[src/rtl/wb_commit_unit.sv]
// Writeback/commit stage: buffers completed instructions in a 2-entry FIFO and
// retires one per cycle onto the register-file write ports. Commits stop on halt or exception.
module wb_commit_unit #(
    parameter int                  DATA_WID = 64,
    parameter int                  ADDR_WID = 4,
    parameter logic [ADDR_WID-1:0] RNONE    = 4'hF,
    parameter int                  DEPTH    = 2
) (
    input  logic                CLK,
    input  logic                RST,
    input  logic                in_valid,
    output logic                in_ready,
    input  logic [2:0]          in_stat,
    input  logic [DATA_WID-1:0] in_valE,
    input  logic [DATA_WID-1:0] in_valM,
    input  logic [ADDR_WID-1:0] in_dstE,
    input  logic [ADDR_WID-1:0] in_dstM,
    input  logic                wb_stall,
    output logic [DATA_WID-1:0] valE,
    output logic [DATA_WID-1:0] valM,
    output logic [ADDR_WID-1:0] destE,
    output logic [ADDR_WID-1:0] destM,
    output logic [2:0]          stat,
    output logic                halted,
    output logic [31:0]         retired
);
    localparam int PTR_W = $clog2(DEPTH);
    localparam int CNT_W = $clog2(DEPTH + 1);

    localparam logic [2:0] S_AOK = 3'd1;
    localparam logic [2:0] S_HLT = 3'd2;
    localparam logic [2:0] S_ADR = 3'd3;
    localparam logic [2:0] S_INS = 3'd4;

    typedef enum logic [1:0] {RUN, HALT, ERR} state_t;

    state_t              state_q;
    logic [PTR_W-1:0]    rd_ptr_q, wr_ptr_q;
    logic [CNT_W-1:0]    count_q;
    logic [DATA_WID-1:0] valE_q, valM_q;
    logic [ADDR_WID-1:0] destE_q, destM_q;
    logic [2:0]          stat_q;
    logic [31:0]         retired_q;

    logic [2:0]          stat_mem [DEPTH];
    logic [DATA_WID-1:0] valE_mem [DEPTH];
    logic [DATA_WID-1:0] valM_mem [DEPTH];
    logic [ADDR_WID-1:0] dstE_mem [DEPTH];
    logic [ADDR_WID-1:0] dstM_mem [DEPTH];

    logic                push, pop;
    logic [2:0]          head_stat;
    logic [ADDR_WID-1:0] head_dstE, head_dstM;

    assign pop       = (state_q == RUN) && (count_q != '0) && !wb_stall;
    assign in_ready  = (state_q == RUN) && ((count_q < CNT_W'(DEPTH)) || pop);
    assign push      = in_valid && in_ready;
    assign head_stat = stat_mem[rd_ptr_q];
    assign head_dstE = dstE_mem[rd_ptr_q];
    assign head_dstM = dstM_mem[rd_ptr_q];

    always_ff @(posedge CLK) begin
        if (push) begin
            stat_mem[wr_ptr_q] <= in_stat;
            valE_mem[wr_ptr_q] <= in_valE;
            valM_mem[wr_ptr_q] <= in_valM;
            dstE_mem[wr_ptr_q] <= in_dstE;
            dstM_mem[wr_ptr_q] <= in_dstM;
        end
    end

    always_ff @(posedge CLK) begin
        if (RST) begin
            state_q   <= RUN;
            rd_ptr_q  <= '0;
            wr_ptr_q  <= '0;
            count_q   <= '0;
            valE_q    <= '0;
            valM_q    <= '0;
            destE_q   <= RNONE;
            destM_q   <= RNONE;
            stat_q    <= S_AOK;
            retired_q <= '0;
        end else begin
            destE_q <= RNONE;
            destM_q <= RNONE;
            if (pop && head_stat != S_AOK) begin
                // Any fault or halt flushes the buffer, including a same-cycle push.
                state_q  <= (head_stat == S_HLT) ? HALT : ERR;
                stat_q   <= (head_stat == S_HLT || head_stat == S_ADR) ? head_stat : S_INS;
                rd_ptr_q <= '0;
                wr_ptr_q <= '0;
                count_q  <= '0;
            end else begin
                if (pop) begin
                    valE_q    <= valE_mem[rd_ptr_q];
                    valM_q    <= valM_mem[rd_ptr_q];
                    // Same destination on both ports: the memory result wins.
                    destE_q   <= (head_dstE == head_dstM) ? RNONE : head_dstE;
                    destM_q   <= head_dstM;
                    retired_q <= retired_q + 32'd1;
                    rd_ptr_q  <= rd_ptr_q + PTR_W'(1);
                end
                if (push) begin
                    wr_ptr_q <= wr_ptr_q + PTR_W'(1);
                end
                count_q <= count_q + CNT_W'(push) - CNT_W'(pop);
            end
        end
    end

    assign valE    = valE_q;
    assign valM    = valM_q;
    assign destE   = destE_q;
    assign destM   = destM_q;
    assign stat    = stat_q;
    assign halted  = (state_q != RUN);
    assign retired = retired_q;
endmodule

[config.mk]
export PLATFORM = sky130hd
export DESIGN_NAME = wb_commit_unit
export DESIGN_NICKNAME = d
export VERILOG_FILES = /design/src/rtl/wb_commit_unit.sv
export SDC_FILE = /design/constraint.sdc
export NUM_CORES = 1
export LEC_CHECK = 0
export ABC_AREA = 1
export CAP_MARGIN = 15
export CORE_MARGIN = 2
export CORE_UTILIZATION = 56
export DETAILED_ROUTE_END_ITERATION = 10
export PLACE_DENSITY = 0.85
export SLEW_MARGIN = 20
export SYNTH_ARGS = -nofsm -noshare
export SYNTH_HDL_FRONTEND = slang
export SYNTH_SLANG_ARGS = --single-unit
[constraint.sdc]
create_clock -name CLK -period 20.9 [get_ports CLK]
set_input_delay 3.135 -clock CLK [delete_from_list [all_inputs] [get_ports CLK]]
set_output_delay 3.135 -clock CLK [all_outputs]
set_load 0.02 [all_outputs]
==> flow_summary.ini, run 1 <==
[status]
status = finished, final reports clean

[cts]
cts_tree = built
numCtsBuffers = 45
hold_buffers = 0
htreeDepth = 2
cts.sinks = 456
clk_pin_slew_worst_paths_ns = 0.06
clock_path_buffers = 3
root_buffer = clkbuf_16
cts-resized-gates = 0
postCtsSetupBuffers = 0
insertion_delay_ns = 0.54

[sta]
setup_tns_ns = 0
slew_violations = 0
fin_crit_ns = 7.536
hold_viol_final = 0
worstMarginPinSlew_ns = 1.118
finalCritPeriodShare_pct = 36.06
clock-skew-final_ns = 0.02093
fmax_mhz = 132.7
whs_ns = 0.4624
rsz0062_at_grt = false
fin_ws_ns = 13.36
slew_headroom_pct = 25.47
finalSetupViolations = 0

[critical_path]
arrival_ns = 4.40
critPathLaunchType = primary input
end_kind = output pin
cp_cell_sequence = clkdlybuf4s50_1 -> nand2_1 -> nand2_1 -> inv_1 -> clkdlybuf4s50_1
cpMaxStageDelayCell = clkdlybuf4s50_1
cp.required_ns = 17.77
path_max_fanout = 3
worstSetupPathType = in -> out
critPathMaxStageDelay_ns = 0.60

[route]
drt_iter0_markers = 931
ant_nets = 0
wire_per_inst_um = 18.31
routed-wl-met3_mm = 3.233
dr_total_vias = 11810
routed_wl_mm = 39.18
routed.top_layer = met5
firstDrtPassIters = 5
wl_met2_mm = 19.64
wl_met1_mm = 15.12
drc = 0
routed_via_density = 5.520

[placed_design]
hpwl_mm = 24.09
post-place-ws_ns = 13.36
place_inst = 2055
place.gp.congestion = 0.9094
portBuffers = 315

[grt]
grt_pass1_wl_mm = 60.67
grt_antenna_before_repair = 8
grt_pass1_vias = 11730
grt_max_degree = 118
grt-ovfl-total = 0
grt_usage_pct = 24.56

[min_path]
min_path_type = reg -> reg

[final_layout]
syn_to_final_growth_pct = 28.35
mostFrequentLayoutCell = nand2_1
fin_nets = 1858
postLayoutCoreUtil_pct = 73.13
fin_cells = 2140
final_cell_mix = nand2_1, clkdlybuf4s50_1, edfxtp_1
drive_above_1_share_pct = 5.552

[yosys]
ys_seq_area_share_pct = 70.53
ys_types = 29
syn_nets = 1568
synth_top_area_share_pct = 49.43
synthCells = 1422
yosysWarnings = 0
yosysTopAreaCell = edfxtp_1
synth.cell_area_mm2 = 0.01689
synth.avg_cell_area_um2 = 11.88
netlist_top_cells_area = edfxtp_1, dfxtp_1, nand2_1
ys_ff_latch = 456

[die]
die_w_um = 177.7
core_area_mm2 = 0.02964
start_util_pct = 56.98
dieArea_mm2 = 0.03156
rows = 63
die_h_um = 177.7
boundaryPins = 316

[pwr]
power_leakage_nw = 8.571
p_per_area_mw_per_mm2 = 111.9
irDropWorstVdd_mv = 0.07550

[flow_run]
maxCapViolCount = 0
state kept, by name (all words and copies together) (netlist names), 6 cells and up, named ones only:
name      cells
valM         64
retired      32
dstM_mem      8
valE_mem    128
stat_mem      6
dstE_mem      8
valE         64
valM_mem    128
layer usage:
metal | GRT usage [%] | up-vias
met5 | 0 | -
met4 | 8.333 | 10
met3 | 6.063 | 88
met2 | 42.60 | 473
met1 | 30.02 | 5691
li1 | - | 5550
stage by stage:
stage,power [mW],instance area [um^2]
3_5_place_dp,1.649,20180
2_1_floorplan,1.504,16890
5_1_grt,2.532,21670
6_report,2.426,21680
4_1_cts,2.442,21660
3_3_place_gp,1.629,20180
critical path, delay by kind of cell:
| kind | cells | cell delay, ns |
|---|---|---|
| and+or+nand+nor | 2 | 0.14 |
| buffers and inverters | 3 | 1.13 |
path summary, 6_finish.rpt:
check / slack [ns] / end / start / depth (start not counted)
setup / recovery: 13.36 / in_ready / wb_stall / 5
hold / removal: 0.46 / state_q[1] / state_q[1] / 2
setup reg to reg: 17.78 / valM[49] / flip-flop / 8
hold reg to reg: 0.46 / state_q[1] / state_q[1] / 2
area by class of cell:
cell class	count	area, um^2
clock buffers	63	1276
fillers	1937	7963
well taps	390	488.0
clock inverters	19	196.4
flip-flops and latches	456	11920
inverters	60	231.5
diodes	3	7.507
multi-input cells	824	4322
repair buffers	325	3239
cells in the mapped netlist (all sizes together):
| cell | instances |
|---|---|
| o21bai | 2 |
| nor3b | 1 |
| nor3 | 6 |
| nand3b | 1 |
| ha | 3 |
| nand4 | 16 |
| xor2 | 7 |
| clkbuf | 45 |
| edfxtp | 278 |
| or2 | 4 |
| nand2 | 380 |
| buf | 37 |
| dfxtp | 178 |
| o211a | 128 |
| o21ai | 16 |
| nand3 | 159 |
| inv | 59 |
| nor2 | 85 |
| clkinv | 1 |
| a21oi | 14 |
| xnor2 | 2 |
cells by family after synthesis:
family                   after synthesis  share of synthesized area, %
buffers and inverters                142                         4.001
AND/OR/NAND/NOR                      652                         16.22
AO/OA/AOI/OAI                        160                         8.564
flip-flops                           456                         70.53
XOR/XNOR                               9                        0.4668
adder cells (fa/ha/maj)                3                        0.2223
power breakdown:
| group | internal [mW] | switching [mW] | total [mW] |
|---|---|---|---|
| sequential | 1.15 | 0.0621 | 1.21 |
| clock | 0.475 | 0.322 | 0.797 |
| combinational | 0.142 | 0.280 | 0.422 |
Note: power is estimated with default switching activity, not from simulation.
==> run 2: changes to the inputs <==
--- a/config.mk
+++ b/config.mk
@@ -8,9 +8,9 @@
 export ABC_AREA = 1
 export CAP_MARGIN = 15
 export CORE_MARGIN = 2
-export CORE_UTILIZATION = 56
+export CORE_UTILIZATION = 47
 export DETAILED_ROUTE_END_ITERATION = 10
-export PLACE_DENSITY = 0.85
+export PLACE_DENSITY = 0.76
 export SLEW_MARGIN = 20
 export SYNTH_ARGS = -nofsm -noshare
 export SYNTH_HDL_FRONTEND = slang
==> constraint.sdc (replaced) <==
create_clock -name CLK -period 6.7 [get_ports CLK]
set_input_delay 1.005 -clock CLK [delete_from_list [all_inputs] [get_ports CLK]]
set_output_delay 1.005 -clock CLK [all_outputs]
set_load 0.02 [all_outputs]
==> run 2 against run 1 <==
Compared with the run above:
- total power rose to 3.1 times the previous value
- final area grew 0.51%
- global-route usage decreased by 4.0 points
- die area grew 19%
- largest power group unchanged
==> flow_summary.ini, run 2 (synthesized netlist as in run 1, its figures left out) <==
[placed_design]
place.gp.congestion = 0.8479
hpwl_mm = 23.69
portBuffers = 315

[route]
wire_per_inst_um = 17.65
drt_iter0_markers = 621
dr_total_vias = 11630
firstDrtPassIters = 5
routed_wl_mm = 39.04
routed_via_density = 5.255
drc = 0
ant_nets = 0

[critical_path]
path_max_fanout = 3
worstSetupPathType = in -> out
end_kind = output pin
arrival_ns = 2.30
cp.required_ns = 5.69
critPathLaunchType = primary input
reg2reg_depth = 8

[sta]
worstMarginPinSlew_ns = 1.001
finalSetupViolations = 0
clock-skew-final_ns = 0.01622
hold_viol_final = 0
finalCritPeriodShare_pct = 49.33
fin_crit_ns = 3.305
slew_violations = 0
slew_headroom_pct = 33.26
setup_tns_ns = 0
fmax_mhz = 302.6
rsz0062_at_grt = false

[pwr]
power_leakage_nw = 8.583
irDropWorstVdd_mv = 0.4026
p_per_area_mw_per_mm2 = 347.7
p_total_mw = 7.576

[grt]
top_usage_layer = met2
grt.met2_usage_pct = 33.76
grt_usage_pct = 20.52
grt_pass1_wl_mm = 61.47
grt_max_degree = 162
use_met3_pct = 7.061
grt-ovfl-total = 0
grt_use_met1_pct = 25.62
grt_antenna_before_repair = 3
grt_pass1_vias = 11470

[die]
start_util_pct = 47.60
boundaryPins = 316
dieArea_mm2 = 0.03747
die_h_um = 193.6
rows = 69
die_w_um = 193.6
core_area_mm2 = 0.03548

[cts]
cts.sinks = 456
cts_tree = built
hold_buffers = 0
htreeDepth = 2
postCtsSetupBuffers = 0
cts-resized-gates = 0
clock_path_buffers = 3
root_buffer = clkbuf_16
numCtsBuffers = 46
insertion_delay_ns = 0.57
clk_pin_slew_worst_paths_ns = 0.06

[final_layout]
fin_nets = 1858
drive_above_1_share_pct = 5.889
mostFrequentLayoutCell = nand2_1
syn_to_final_growth_pct = 29.00
reg_top3 = valE_mem: 128 flops, valM_mem: 128 flops
nFillCells = 2735
final_cell_mix = nand2_1, clkdlybuf4s50_1, edfxtp_1

[min_path]
whs_path_depth = 2
min_path_type = reg -> reg

[flow_run]
maxCapViolCount = 0

[status]
status = finished, final reports clean
-- run 2: cell types whose count changed in the layout (fill, tap and decap cells not counted) --
cell,previous run,this run
clkbuf_16,47,48
clkbuf_1,12,9
bufinv_16,4,1
clkinvlp_4,1,2
buf_6,3,0
clkinv_1,4,3
buf_12,0,3
clkbuf_8,4,8
buf_4,7,6
inv_6,1,2
clkinv_2,10,13
diode_2,3,2
-- run 2: critical path, cell delays in order --
cell,delay (ns)
clkdlybuf4s50_1,0.46
nand2_1,0.09
nand2_1,0.06
inv_1,0.07
clkdlybuf4s50_1,0.61
-- run 2: worst paths after layout --
path / start / endpoint / slack (ns)
worst max register to register: flip-flop / valE[41] / 3.66
worst min register to register: stat[0] / stat[0] / 0.47
worst max-delay path: wb_stall / in_ready / 3.40
worst min-delay path: stat[0] / stat[0] / 0.47
-- run 2: per-stage QoR --
step	instances	hold WS (ns)	setup WS, ns	util (%)	area (um^2)
2_1_floorplan	1422	0.4417	1.193	-	16890
6_report	2212	0.4697	3.395	61.40	21790
4_1_cts	2210	0.4770	3.392	61.39	21780
3_5_place_dp	2125	0.4615	3.098	57.22	20300
3_3_place_gp	2125	0.4491	3.172	57.22	20300
5_1_grt	2210	0.4881	3.351	61.39	21780
-- run 2: per-layer routing --
metal / share of wire [%] / routed length (um) / vias to the layer above
li1: - / - / 5559
met5: 0.082 / 32 / -
met1: 40 / 15670 / 5576
met3: 9.1 / 3552 / 75
met2: 48 / 18710 / 409
met4: 2.8 / 1078 / 6
-- run 2: cell type report --
class                      instances  area [um^2]  area share [%]
inverter                          60        231.5           1.062
tap                              461        576.8           2.647
clock buffer                      65         1345           6.174
antenna                            2        5.005         0.02297
timing repair buffer             324         3258           14.95
sequential                       456        11920           54.69
clock inverter                    20        133.9          0.6145
multi-input combinational        824         4322           19.84
-- run 2: where the power goes --
group          leakage, nW  internal, mW  switching (mW)  total [mW]
Sequential            4.03          3.57           0.196        3.77
Clock                0.735          1.44            1.05        2.49
Combinational         3.82         0.447           0.869        1.32
